### src/rtl/dsi_lane_ctrl_gen2_if.sv
// rtl/dsi_lane_ctrl_gen2_if.sv - packet-assembler handshake and PHY-side signal bundle of one D-PHY lane
interface dsi_lane_ctrl_gen2_if #(
    parameter int LANE_BYTES = 1
);
    logic                    lines_enable;
    logic [1:0]              mode;
    logic                    start_rqst;
    logic                    fin_rqst;
    logic [8*LANE_BYTES-1:0] inp_data;
    logic                    ulps_exit_rqst;
    logic                    data_rqst;
    logic                    active;
    logic                    ulps_active;
    logic [8*LANE_BYTES-1:0] hs_output;
    logic                    hs_enable;
    logic                    LP_p_output;
    logic                    LP_n_output;
    logic                    lp_lines_enable;

    modport master (
        output lines_enable, mode, start_rqst, fin_rqst, inp_data, ulps_exit_rqst,
        input  data_rqst, active, ulps_active, hs_output, hs_enable,
               LP_p_output, LP_n_output, lp_lines_enable
    );

    modport slave (
        input  lines_enable, mode, start_rqst, fin_rqst, inp_data, ulps_exit_rqst,
        output data_rqst, active, ulps_active, hs_output, hs_enable,
               LP_p_output, LP_n_output, lp_lines_enable
    );
endinterface

### src/rtl/dsi_lane_ctrl_gen2.sv
// rtl/dsi_lane_ctrl_gen2.sv - D-PHY lane controller: HS burst, LPDT and (DSI_LANE_ULPS_EN) ULPS sequencing
module dsi_lane_ctrl_gen2 #(
    parameter int MODE       = 0,
    parameter int LANE_BYTES = 1,
    parameter int T_LPX      = 3,
    parameter int T_HS_PREP  = 3,
    parameter int T_HS_ZERO  = 6,
    parameter int T_HS_TRAIL = 4,
    parameter int T_HS_EXIT  = 3,
    parameter int LP_BAUD    = 30,
    parameter int T_WAKEUP   = 1000
) (
    input  logic                clk_sys,
    input  logic                rst,
    dsi_lane_ctrl_gen2_if.slave lane
);
    localparam int W = 8 * LANE_BYTES;

    function automatic logic [15:0] reload(input int t);
        return (t < 1) ? 16'd0 : 16'(t - 1);
    endfunction

    localparam logic [15:0]  C_LPX    = reload(T_LPX);
    localparam logic [15:0]  C_PREP   = reload(T_HS_PREP);
    localparam logic [15:0]  C_ZERO   = reload(T_HS_ZERO);
    localparam logic [15:0]  C_TRAIL  = reload(T_HS_TRAIL);
    localparam logic [15:0]  C_EXIT   = reload(T_HS_EXIT);
    localparam logic [15:0]  C_BAUD   = reload(LP_BAUD);
    localparam logic [15:0]  C_WAKE   = reload(T_WAKEUP);
    localparam logic [15:0]  C_HALF   = 16'(LP_BAUD / 2);
    localparam logic [W-1:0] SYNC_WORD = W'(8'hB8) << (W - 8);
    localparam logic [W-1:0] CLK_WORD  = {LANE_BYTES{8'hAA}};

    typedef enum logic [3:0] {
        DISABLED, IDLE, HS_RQST, HS_PREP, HS_ZERO, HS_SYNC, HS_ACTIVE, HS_TRAIL, HS_EXIT,
        ESC_ENTRY, ESC_CMD, LPDT_DATA, MARK_ONE
`ifdef DSI_LANE_ULPS_EN
        , ULPS_HOLD, ULPS_WAKE
`endif
    } state_t;

    state_t         state, state_next;
    logic [15:0]    cnt, load;
    logic [1:0]     step;
    logic [2:0]     bit_idx;
    logic [7:0]     esc_byte, cmd_byte;
    logic           last_byte, trail_bit, esc_lpdt;
    logic           done, byte_end, hs_drive, cur_bit, first_half;
    logic           lp_p, lp_n;
    logic [W-1:0]   hs_q;
    logic           hs_en_q, lp_en_q, lp_p_q, lp_n_q;

`ifdef DSI_LANE_ULPS_EN
    logic esc_ulps;
    always_ff @(posedge clk_sys or posedge rst) begin
        if (rst)
            esc_ulps <= 1'b0;
        else if (state == IDLE && state_next == ESC_ENTRY)
            esc_ulps <= (lane.mode == 2'b10);
    end
    assign esc_lpdt         = !esc_ulps;
    assign lane.ulps_active = (state == ULPS_HOLD);
    assign lane.active      = !(state == DISABLED || state == IDLE || state == ULPS_HOLD);
`else
    assign esc_lpdt         = 1'b1;
    assign lane.ulps_active = 1'b0;
    assign lane.active      = !(state == DISABLED || state == IDLE);
`endif

    assign cmd_byte   = esc_lpdt ? 8'hE1 : 8'h1E;
    assign done       = (cnt == 16'd0);
    assign byte_end   = done && (bit_idx == 3'd7);
    assign hs_drive   = (state == HS_ZERO) || (state == HS_SYNC) ||
                        (state == HS_ACTIVE) || (state == HS_TRAIL);
    // Command bits go out MSB first, LPDT payload LSB first.
    assign cur_bit    = (state == ESC_CMD) ? esc_byte[3'd7 - bit_idx] : esc_byte[bit_idx];
    assign first_half = (cnt >= C_HALF);

    assign lane.data_rqst = (state == HS_ACTIVE) ||
                            (state == ESC_CMD && byte_end && esc_lpdt) ||
                            (state == LPDT_DATA && byte_end && !last_byte);

    always_comb begin
        state_next = state;
        case (state)
            DISABLED:  if (lane.lines_enable) state_next = IDLE;
            IDLE: begin
                if (!lane.lines_enable)
                    state_next = DISABLED;
                else if (lane.start_rqst) begin
                    if (lane.mode == 2'b00)
                        state_next = HS_RQST;
                    else if (MODE == 0 && lane.mode == 2'b01)
                        state_next = ESC_ENTRY;
`ifdef DSI_LANE_ULPS_EN
                    else if (MODE == 0 && lane.mode == 2'b10)
                        state_next = ESC_ENTRY;
`endif
                end
            end
            HS_RQST:   if (done) state_next = HS_PREP;
            HS_PREP:   if (done) state_next = HS_ZERO;
            HS_ZERO:   if (done) state_next = (MODE == 1) ? HS_ACTIVE : HS_SYNC;
            HS_SYNC:   state_next = HS_ACTIVE;
            HS_ACTIVE: if (lane.fin_rqst) state_next = HS_TRAIL;
            HS_TRAIL:  if (done) state_next = HS_EXIT;
            HS_EXIT:   if (done) state_next = IDLE;
            ESC_ENTRY: if (done && step == 2'd3) state_next = ESC_CMD;
            ESC_CMD: begin
                if (byte_end) begin
`ifdef DSI_LANE_ULPS_EN
                    state_next = esc_lpdt ? LPDT_DATA : ULPS_HOLD;
`else
                    state_next = LPDT_DATA;
`endif
                end
            end
            LPDT_DATA: if (byte_end && last_byte) state_next = MARK_ONE;
            MARK_ONE:  if (done) state_next = IDLE;
`ifdef DSI_LANE_ULPS_EN
            ULPS_HOLD: if (lane.ulps_exit_rqst) state_next = ULPS_WAKE;
            ULPS_WAKE: if (done) state_next = IDLE;
`endif
            default:   state_next = DISABLED;
        endcase
    end

    always_comb begin
        load = 16'd0;
        case (state_next)
            HS_RQST, ESC_ENTRY, MARK_ONE: load = C_LPX;
            HS_PREP:                      load = C_PREP;
            HS_ZERO:                      load = C_ZERO;
            HS_TRAIL:                     load = C_TRAIL;
            HS_EXIT:                      load = C_EXIT;
            ESC_CMD, LPDT_DATA:           load = C_BAUD;
`ifdef DSI_LANE_ULPS_EN
            ULPS_WAKE:                    load = C_WAKE;
`endif
            default:                      load = 16'd0;
        endcase
    end

    always_comb begin
        lp_p = 1'b0;
        lp_n = 1'b0;
        case (state)
            DISABLED, IDLE, HS_EXIT: begin lp_p = 1'b1; lp_n = 1'b1; end
            HS_RQST:                 lp_n = 1'b1;
            ESC_ENTRY: begin
                lp_p = (step == 2'd0);
                lp_n = (step == 2'd2);
            end
            ESC_CMD, LPDT_DATA: begin
                lp_p = cur_bit && first_half;
                lp_n = !cur_bit && first_half;
            end
            MARK_ONE:                lp_p = 1'b1;
`ifdef DSI_LANE_ULPS_EN
            ULPS_WAKE:               lp_p = 1'b1;
`endif
            default:                 ;
        endcase
    end

    always_ff @(posedge clk_sys or posedge rst) begin
        if (rst) begin
            state     <= DISABLED;
            cnt       <= 16'd0;
            step      <= 2'd0;
            bit_idx   <= 3'd0;
            esc_byte  <= 8'd0;
            last_byte <= 1'b0;
            trail_bit <= 1'b0;
        end else begin
            state <= state_next;
            if (state_next != state) begin
                cnt     <= load;
                step    <= 2'd0;
                bit_idx <= 3'd0;
            end else if (done) begin
                cnt     <= load;
                step    <= step + 2'd1;
                bit_idx <= bit_idx + 3'd1;
            end else begin
                cnt <= cnt - 16'd1;
            end
            if (state == ESC_ENTRY && state_next == ESC_CMD)
                esc_byte <= cmd_byte;
            else if (lane.data_rqst && state != HS_ACTIVE) begin
                esc_byte  <= lane.inp_data[7:0];
                last_byte <= lane.fin_rqst;
            end
            if (state == HS_ACTIVE)
                trail_bit <= (MODE == 1) ? !CLK_WORD[W-1] : !lane.inp_data[W-1];
        end
    end

    // PHY-facing outputs are registered together so HS and LP drivers never overlap.
    always_ff @(posedge clk_sys or posedge rst) begin
        if (rst) begin
            hs_q    <= '0;
            hs_en_q <= 1'b0;
            lp_en_q <= 1'b0;
            lp_p_q  <= 1'b1;
            lp_n_q  <= 1'b1;
        end else begin
            hs_en_q <= hs_drive;
            lp_en_q <= !(hs_drive || state == DISABLED);
            lp_p_q  <= lp_p;
            lp_n_q  <= lp_n;
            case (state)
                HS_SYNC:   hs_q <= SYNC_WORD;
                HS_ACTIVE: hs_q <= (MODE == 1) ? CLK_WORD : lane.inp_data;
                HS_TRAIL:  hs_q <= {W{trail_bit}};
                default:   hs_q <= '0;
            endcase
        end
    end

    assign lane.hs_output       = hs_q;
    assign lane.hs_enable       = hs_en_q;
    assign lane.lp_lines_enable = lp_en_q;
    assign lane.LP_p_output     = lp_p_q;
    assign lane.LP_n_output     = lp_n_q;
endmodule

### src/flat_wrapper.sv
// flat-port wrapper written by rule: the top's interface ports become plain ports
module dsi_lane_ctrl_gen2_flat 
#(
    parameter int MODE       = 0,
    parameter int LANE_BYTES = 1,
    parameter int T_LPX      = 3,
    parameter int T_HS_PREP  = 3,
    parameter int T_HS_ZERO  = 6,
    parameter int T_HS_TRAIL = 4,
    parameter int T_HS_EXIT  = 3,
    parameter int LP_BAUD    = 30,
    parameter int T_WAKEUP   = 1000
)
  (clk_sys, rst, lane_lines_enable, lane_mode, lane_start_rqst, lane_fin_rqst, lane_inp_data, lane_ulps_exit_rqst, lane_data_rqst, lane_active, lane_ulps_active, lane_hs_output, lane_hs_enable, lane_LP_p_output, lane_LP_n_output, lane_lp_lines_enable);
  dsi_lane_ctrl_gen2_if #(.LANE_BYTES(LANE_BYTES)) lane_i ();
  input  logic clk_sys;
  input  logic rst;
  input wire logic [$bits(lane_i.lines_enable)-1:0] lane_lines_enable;
  input wire logic [$bits(lane_i.mode)-1:0] lane_mode;
  input wire logic [$bits(lane_i.start_rqst)-1:0] lane_start_rqst;
  input wire logic [$bits(lane_i.fin_rqst)-1:0] lane_fin_rqst;
  input wire logic [$bits(lane_i.inp_data)-1:0] lane_inp_data;
  input wire logic [$bits(lane_i.ulps_exit_rqst)-1:0] lane_ulps_exit_rqst;
  output wire logic [$bits(lane_i.data_rqst)-1:0] lane_data_rqst;
  output wire logic [$bits(lane_i.active)-1:0] lane_active;
  output wire logic [$bits(lane_i.ulps_active)-1:0] lane_ulps_active;
  output wire logic [$bits(lane_i.hs_output)-1:0] lane_hs_output;
  output wire logic [$bits(lane_i.hs_enable)-1:0] lane_hs_enable;
  output wire logic [$bits(lane_i.LP_p_output)-1:0] lane_LP_p_output;
  output wire logic [$bits(lane_i.LP_n_output)-1:0] lane_LP_n_output;
  output wire logic [$bits(lane_i.lp_lines_enable)-1:0] lane_lp_lines_enable;
  assign lane_i.lines_enable = lane_lines_enable;
  assign lane_i.mode = lane_mode;
  assign lane_i.start_rqst = lane_start_rqst;
  assign lane_i.fin_rqst = lane_fin_rqst;
  assign lane_i.inp_data = lane_inp_data;
  assign lane_i.ulps_exit_rqst = lane_ulps_exit_rqst;
  assign lane_data_rqst = lane_i.data_rqst;
  assign lane_active = lane_i.active;
  assign lane_ulps_active = lane_i.ulps_active;
  assign lane_hs_output = lane_i.hs_output;
  assign lane_hs_enable = lane_i.hs_enable;
  assign lane_LP_p_output = lane_i.LP_p_output;
  assign lane_LP_n_output = lane_i.LP_n_output;
  assign lane_lp_lines_enable = lane_i.lp_lines_enable;
  dsi_lane_ctrl_gen2 #(.MODE(MODE), .LANE_BYTES(LANE_BYTES), .T_LPX(T_LPX), .T_HS_PREP(T_HS_PREP), .T_HS_ZERO(T_HS_ZERO), .T_HS_TRAIL(T_HS_TRAIL), .T_HS_EXIT(T_HS_EXIT), .LP_BAUD(LP_BAUD), .T_WAKEUP(T_WAKEUP)) u_core (.clk_sys(clk_sys), .rst(rst), .lane(lane_i));
endmodule
### config.mk
export PLATFORM = sky130hd
export DESIGN_NAME = dsi_lane_ctrl_gen2_flat
export DESIGN_NICKNAME = d
export VERILOG_FILES = /design/src/rtl/dsi_lane_ctrl_gen2_if.sv /design/src/rtl/dsi_lane_ctrl_gen2.sv /design/src/flat_wrapper.sv
export SDC_FILE = /design/constraint.sdc
export NUM_CORES = 1
export LEC_CHECK = 0
export CAP_MARGIN = 30
export CORE_ASPECT_RATIO = 1.75
export CORE_MARGIN = 4
export CORE_UTILIZATION = 60
export DETAILED_ROUTE_END_ITERATION = 7
export PLACE_DENSITY = 0.84
export REMOVE_ABC_BUFFERS = 1
export SLEW_MARGIN = 20
export SYNTH_ARGS = -nofsm -noshare
export SYNTH_HDL_FRONTEND = slang
export SYNTH_SLANG_ARGS = --single-unit
### constraint.sdc
create_clock -name clk_sys -period 6.55 [get_ports clk_sys]
set_input_delay 1.965 -clock clk_sys [delete_from_list [all_inputs] [get_ports clk_sys]]
set_output_delay 1.965 -clock clk_sys [all_outputs]
set_load 0.005 [all_outputs]
* Word level (Yosys, flattened, before mapping) *
Memory sizes are Yosys's and may differ from the RTL's.
Cells that the tools add are included.

storage, ports and cells
  bits in writable memories = 0
  input port bits = 16
  register bits after elaboration = 47
  bits in read-only memories = 80
  word-level logic and storage cells = 104
  latch bits = 0
  memories = 1

operators by class
  shifts and indexed selects = 0
  $add $sub $neg = 4
  divide/modulo/power cells = 0
  bitwise gates (word level) = 1
  magnitude comparators = 3
  equal/unequal tests = 19
  multipliers = 0
  multiplexer cells = 31
  reductions and logical operators = 33

memory list
  memory            depth  width  read ports  clocked after memory_dff  write ports  RTL line                   source
  (name not given)  16     5      1           0                         0            dsi_lane_ctrl_gen2.sv:130  case (state_next)

operators with widths
  operator               number
  $mux 4                 14
  $pmux 4 s12            1
  $mux 16                2
  $eq 4x4->1 const B     6
  $pmux 8 s3             1
  $eq 4x3->1 const B     4
  $ge 16x4->1 const B    1
  $logic_not 16->1       1
  $mux 8                 2
  $sub 16x1->16 const B  1
  $logic_and 1x1->1      10
  $eq 4x2->1 const B     2
  $lt 3x4->1 const B     2
  $reduce_or 4->1        2
  $logic_or 1x1->1       7
  $bmux 1 s3             2
  $mux 3                 2
  $pmux 1 s3             2
  $logic_not 1->1        5
  $eq 2x2->1 const B     2
  $eq 4x1->1 const B     1
  $logic_not 2->1        2
  $logic_not 4->1        1
  $mux 2                 2
  12 further kinds       16

* Longest topological paths before layout *
Gate-level depths: netlist of the first run.

  word-level depth = 10
  mapped depth = 14

* Least setup slack after synthesis of the first run *
Ideal clock, no wire load.

  path type = register to output
  from = register u_core.cnt[0]
  to = output lane_data_rqst
  stages on the path, launching flop included = 9
  arrival = 2027 ps
  slack = 2558 ps
  required time = 4585 ps
  cells stage by stage = dfrtp_1 -> inv_1 -> ha_1 -> nor4b_1 -> and4_1 -> buf_4 -> nand4_1 -> clkbuf_1 -> nand2_1

on the way
  word-level cells in the longest chain between the ends = 5
  elaborated cells on any way between the ends = 7

RTL lines
  item                                                          RTL line                                            source
  start: declaration                                            dsi_lane_ctrl_gen2.sv:43                            logic [15:0] cnt, load;
  start signal: assignment                                      dsi_lane_ctrl_gen2.sv:178                           cnt <= load;
  start signal: assignment                                      dsi_lane_ctrl_gen2.sv:182                           cnt <= load;
  start signal: assignment                                      dsi_lane_ctrl_gen2.sv:186                           cnt <= cnt - 16'd1;
  $logic_not 16->1 *                                            dsi_lane_ctrl_gen2.sv:71                            assign done = (cnt == 16'd0);
  $logic_and 1x1->1 *                                           dsi_lane_ctrl_gen2.sv:72                            assign byte_end = done && (bit_idx == 3'd7);
  $logic_and 1x1->1 (on tied branches)                          dsi_lane_ctrl_gen2.sv:80, dsi_lane_ctrl_gen2.sv:81
  $logic_or 1x1->1 / $logic_and 1x1->1 (equally long branches)  dsi_lane_ctrl_gen2.sv:79, dsi_lane_ctrl_gen2.sv:81
  $logic_or 1x1->1 *                                            dsi_lane_ctrl_gen2.sv:80                            (state == ESC_CMD && byte_end && esc_lpdt) ||
  end: declaration                                              flat_wrapper.sv:24                                  output wire logic [$bits(lane_i.data_rqst)-1:0] lane_data_rqst;

Every way passes the cells marked *; elsewhere a longest branch is shown, timed or not.

* Worst setup path in the final report of the first run *
Same ends and word-level chain as after synthesis.

==> run summary, run 1 <==
status = finished, final reports clean
row count = 32
Post-CTS Hold Buffers = 0
Logic pwr share = 52.9%
worst hold slack = 0.5040 ns
IO Port Bufs = 28
top-area cell type share of the netlist area = 41.04%
share of the yosys chip area belonging to registers = 42.95%
setup TNS = 0 ns
startpoint types = register
clk sinks = 47
post-route DRC violation count = 0
Crit. End Element = primary output
H-tree depth reported by CTS = 2
most frequent cells in the layout = dfrtp_1, nor2_1, nand2_1
max_slew headroom = 53.92%
Sequential Power Share = 32.2%
Via Count = 2,215
power per cell area = 529.0 nW/um^2
critical path arrival = 3.44 ns
P_sw = 0.7211 mW
final wirelength = 5.988 mm
largest net degree at the start of global routing = 48
Post-Syn Area = 2744 sq um
Die Wd = 59.12 um
share of layout cells above drive strength 1 = 9.206%
FF-to-FF path depth = 10
synth unique cells = 53
CTS buffer count = 5
met3 wire length = 197 um
final hold vios = 0
GR Overflow Total = 0
Crit Path Category = register to primary output
Worst VDD drop = 355.3 uV
HP Class = register to register
commonest non-fill, non-tap cell in the layout = dfrtp_1
Starting Density = 62.30%
CP Data Required Time = 4.59 ns
flop2flop setup slack = 2.83 ns
Area Overhead vs Synth = 15.64%
R2R Path Start = u_core.cnt[0]
Clk Latency, worst-skew pair = 0.30 ns
GPL Wtd Cong = 0.8048
critical-path cell list = inv_1 -> ha_1 -> nor4b_1 -> and4_1 -> nand4_1 -> nand2_1 -> clkdlybuf4s50_1
number of gates resized after CTS = 0
drt pass-1 iters = 4
Slew Limit Fails = 0
Pint = 0.9574 mW
clock power share = 14.9%
leading register cell type out of synthesis = dfrtp_1
number of global-route vias before repair = 2,221
clock tree root driver cell = clkbuf_8
Gate Count Post-Synth = 291
Worst Max-Slew Pin Slew = 0.6892 ns
Die ar. = 5762 sq um
min Tclk post-route = 5.405 ns
unrepaired setup endpoints after global routing = no
vias per cell = 6.052
Crit Path Max Fanout = 18
Ant. Diodes = 0
Post-CTS Setup Repair Bufs = 0
Clock Skew = 0.004066 ns
Crit. Startpoint = u_core.cnt[0]
Seq cells post-synth = 47
switching part of the total = 42.96%
Clock transition at path regs = 0.08 ns
first-pass GRT wire length = 10.14 mm
leading area contributor after synthesis = dfrtp_1
maximum clock path buffer count = 2
Pleak = 1.422 nW
Die Y = 97.46 um
Synth area leaders = dfrtp_1, nor2_1, a21oi_1
fin nets = 340
slowest stage delay, CP = 0.65 ns
dpl hpwl = 4.460 mm
initial antenna violation count = 0
number of I/O pins = 31
Iter 0 DRT Violations = 80
total power = 1.678 mW
Setup Viol. Count Final = 0
crit share post-route = 82.52%
CTS tree = done
Avg Inst Size Synth = 9.429 sq um
Max Fclk = 185.0 MHz
Slowest-stage cell, CP = nand4_1
top routing layer in use = met4
Total Routing Usage GR = 22.58%
Critical path destination = lane_data_rqst
synth warn = 0
met1 WL = 2.211 mm
fillers = 320
Routed Antenna Nets = 0
core area = 4404 sq um
EDFF count, synth = 0
Avg WL per Cell = 16.36 um
Max-Cap Viols = 0
reg-to-reg endpoint = u_core.cnt[4]
Post-synth ARST share = 100.0%
met2 WL post-DR = 3.370 mm
[cell usage after synthesis, types with 6 or more instances]
cell and instances:
nor2_1 36, o21ai_1 6, clkbuf_1 9, o21ai_0 6
nor3_1 8, mux2i_1 8, nand2_1 29, dfrtp_1 45
nand3_1 8, ha_1 10, a21oi_1 25, xnor2_1 10
inv_1 19
[worst min-delay path by stage]
stage / from / endpoint / slack [ns] / cells past startpoint
2_1_floorplan: u_core.trail_bit / u_core.trail_bit / 0.46 / 2
3_3_place_gp: u_core.trail_bit / u_core.trail_bit / 0.48 / 2
3_5_place_dp: u_core.trail_bit / u_core.trail_bit / 0.49 / 2
4_1_cts: u_core.trail_bit / u_core.trail_bit / 0.51 / 2
5_1_grt: u_core.esc_byte[1] / u_core.esc_byte[1] / 0.57 / 2
6_report: u_core.trail_bit / u_core.trail_bit / 0.50 / 2
[metal layers]
| metal | vias to the layer above | track usage [%] |
|---|---|---|
| li1 | 1061 | - |
| met1 | 1079 | 24.45 |
| met2 | 55 | 40.89 |
| met3 | 20 | 4.122 |
| met4 | 0 | 9.424 |
| met5 | - | 0 |
[final cells by class]
| cell class | instances | area (sq um) | share of cell area (%) |
|---|---|---|---|
| Clock buffer | 5 | 68.82 | 2.169 |
| Sequential cell | 47 | 1179 | 37.15 |
| Inverter | 21 | 78.83 | 2.484 |
| Timing Repair Buffer | 29 | 300.3 | 9.464 |
| Clock inverter | 3 | 67.56 | 2.129 |
| Tap cell | 51 | 63.81 | 2.011 |
| Multi-Input combinational cell | 210 | 1415 | 44.60 |
[worst max-delay path, delay by kind of cell (launching register included)]
family                   cells  cell delay, ns
adder cells (fa/ha/maj)      1            0.19
AND/OR/NAND/NOR              4            1.92
flip-flops                   1            0.43
buffers and inverters        2            0.60
[state kept, by name (all words and copies together), names as in the netlist]
register and cells:
u_core.step 2, u_core.cnt 16, u_core.lane.LP_p_output 1, u_core.esc_byte 8, u_core.lane.LP_n_output 1, u_core.lane.hs_output 8, u_core.trail_bit 1, u_core.state 4
u_core.bit_idx 3, u_core.last_byte 1, u_core.lane.hs_enable 1, u_core.lane.lp_lines_enable 1
[power by group through the flow]
stage	Sequential [mW]	Combinational (mW)	Clock [mW]
6_report	0.541	0.888	0.250
5_1_grt	0.557	0.983	0.268
4_1_cts	0.538	0.889	0.252
3_5_place_dp	0.544	0.881	0
3_3_place_gp	0.539	0.858	0
2_1_floorplan	0.513	0.647	0
[cells by family after synthesis]
kind of cell | count (synthesis) | share of synthesized area, %
buffers and inverters | 34 | 5.472
AOI/OAI and AO/OA | 56 | 12.63
DFF | 47 | 42.95
adders and majority gates | 10 | 4.560
muxes | 16 | 8.117
and+or+nand+nor | 113 | 21.66
xor gates and xnor gates | 14 | 4.468
other | 1 | 0.1367
[metrics by stage]
stage | setup slack (ns) | util (%) | area [sq um] | cells
3_5_place_dp | 1.511 | 68.49 | 3017 | 357
3_3_place_gp | 1.548 | 68.49 | 3017 | 357
4_1_cts | 1.162 | 71.59 | 3153 | 365
5_1_grt | 0.8493 | 72.05 | 3173 | 366
2_1_floorplan | 2.450 | - | 2673 | 278
6_report | 1.145 | 72.05 | 3173 | 366
Note: power is estimated with default switching activity, not from simulation.
==> inputs of run 2 (changes only) <==
--- a/config.mk
+++ b/config.mk
@@ -8,9 +8,9 @@
 export CAP_MARGIN = 30
 export CORE_ASPECT_RATIO = 1.75
 export CORE_MARGIN = 4
-export CORE_UTILIZATION = 60
+export CORE_UTILIZATION = 56
 export DETAILED_ROUTE_END_ITERATION = 7
-export PLACE_DENSITY = 0.84
+export PLACE_DENSITY = 0.8
 export REMOVE_ABC_BUFFERS = 1
 export SLEW_MARGIN = 20
 export SYNTH_ARGS = -nofsm -noshare
==> constraint.sdc (replaced) <==
create_clock -name clk_sys -period 5.1 [get_ports clk_sys]
set_input_delay 1.53 -clock clk_sys [delete_from_list [all_inputs] [get_ports clk_sys]]
set_output_delay 1.53 -clock clk_sys [all_outputs]
set_load 0.005 [all_outputs]
==> run 2 against run 1 <==
Critical path type unchanged. Combinational power up 30%. Global-route usage down 1.3 points. Sequential power up 28%. Setup slack worse by 0.36 ns. Sequential cell count unchanged. Routed wire length down 4.1%. Die area up 6.4%. Largest cell class unchanged. Clock power down 14%. Hold slack better by 0.015 ns. Power up 23%. First-iteration DRC count down 1.3%. Sequential share of layout area up 0.34 points.
==> run summary, run 2 (same netlist as run 1, synthesis figures left out) <==
status = finished, final reports clean
post-route DRC violation count = 0
CTS buffer count = 5
maximum clock path buffer count = 2
Die ar. = 6128 sq um
Crit. End Element = primary output
number of I/O pins = 31
commonest non-fill, non-tap cell in the layout = dfrtp_1
Pint = 1.150 mW
number of gates resized after CTS = 0
CP Data Required Time = 3.57 ns
Clk Latency, worst-skew pair = 0.30 ns
first-pass GRT wire length = 10.01 mm
Starting Density = 58.29%
share of layout cells above drive strength 1 = 10.06%
most frequent cells in the layout = dfrtp_1, nor2_1, nand2_1
H-tree depth reported by CTS = 2
met2 WL post-DR = 3.187 mm
initial antenna violation count = 0
HP Class = register to register
Sequential Power Share = 33.6%
Max-Cap Viols = 0
Die Y = 100.6 um
PnR worst setup slack = 0.7886 ns
Avg WL per Cell = 15.52 um
clk sinks = 47
total power = 2.063 mW
Crit Path Max Fanout = 18
max reg flops = 16
Routed Antenna Nets = 0
Post-Layout Cell Count = 370
setup TNS = 0 ns
Worst Max-Slew Pin Slew = 0.6872 ns
Ant. Diodes = 0
P_sw = 0.9123 mW
fin nets = 343
placed cell count = 361
Pleak = 1.419 nW
final hold vios = 0
Area Overhead vs Synth = 14.59%
met3 wire length = 187 um
crit share post-route = 84.54%
GR Overflow Total = 0
Logic pwr share = 55.9%
unrepaired setup endpoints after global routing = no
GPL Wtd Cong = 0.8621
design area = 3144 sq um
Placed Area = 3040 sq um
Crit Path Category = register to primary output
startpoint types = register
core area = 4707 sq um
Slew Limit Fails = 0
switching part of the total = 44.23%
Clock transition at path regs = 0.08 ns
top routing layer in use = met4
number of global-route vias before repair = 2,201
Iter 0 DRT Violations = 79
Clock Skew = 0.006094 ns
met1 WL = 2.233 mm
Via Count = 2,176
Setup Viol. Count Final = 0
Worst VDD drop = 467.9 uV
largest net degree at the start of global routing = 48
drt pass-1 iters = 4
IO Port Bufs = 28
clock tree root driver cell = clkbuf_8
Die Wd = 60.92 um
dpl hpwl = 4.332 mm
vias per cell = 5.881
max_slew headroom = 54.19%
min Tclk post-route = 4.311 ns
clock power share = 10.5%
Post-CTS Setup Repair Bufs = 0
Max Fclk = 231.9 MHz
row count = 33
Largest Register = u_core.cnt
final wirelength = 5.741 mm
critical path arrival = 2.78 ns
Total Routing Usage GR = 21.28%
CTS tree = done
power per cell area = 656.0 nW/um^2
Post-CTS Hold Buffers = 0
DP Worst Slack = 0.9412 ns
[run 2: changes by cell type in the layout (fill, tap and decap cells not counted)]
| cell | delta |
|---|---|
| clkinvlp_4 | -1 |
| bufinv_16 | -2 |
| buf_4 | +3 |
| clkinv_2 | +3 |
[run 2: worst max-delay path, cell delays in order, from the launching register on]
cell	delay [ns]
dfrtp_1	0.42
inv_1	0.07
ha_1	0.19
nor4b_1	0.44
and4_1	0.26
buf_4	0.21
nand4_1	0.11
buf_4	0.21
nand2_1	0.07
clkdlybuf4s50_1	0.50
[run 2: metal layers]
layer	global-route usage [%]	up-vias
met5	0	-
met4	8.347	0
met2	38.33	52
met3	3.846	13
li1	-	1069
met1	23.69	1042
[run 2: final timing paths]
path | from | to | slack, ns | cells past startpoint
setup / recovery | u_core.cnt[0] | lane_data_rqst | 0.79 | 9
hold / removal | u_core.trail_bit | u_core.trail_bit | 0.52 | 2
setup reg to reg | u_core.cnt[0] | u_core.cnt[3] | 1.64 | 10
hold reg to reg | u_core.trail_bit | u_core.trail_bit | 0.52 | 2
max in group asynchronous | rst | u_core.lane.LP_p_output | 3.01 | 3
min in group asynchronous | rst | u_core.cnt[10] | 1.54 | 2
[run 2: final cells by class]
type                            instances  area [sq um]
Fill cell                             397          1563
Multi-Input combinational cell        210          1415
Sequential cell                        47          1179
Timing Repair Buffer                   32         322.8
Inverter                               21         78.83
Clock buffer                            5         68.82
Tap cell                               52         65.06
Clock inverter                          3         15.01
[run 2: power groups by stage]
stage | combinational, mW | sequential (mW) | clock, mW
2_1_floorplan | 0.830 | 0.658 | 0
3_3_place_gp | 1.12 | 0.694 | 0
3_5_place_dp | 1.14 | 0.699 | 0
4_1_cts | 1.16 | 0.691 | 0.220
5_1_grt | 1.29 | 0.722 | 0.234
6_report | 1.15 | 0.694 | 0.216
[run 2: metrics by stage]
step | hold WS (ns) | util [%]
finish | 0.5190 | 66.80
global route | 0.5729 | 66.80
CTS | 0.5271 | 66.37
detailed placement | 0.5082 | 64.59
global placement | 0.4844 | 64.59
floorplan | 0.4647 | -
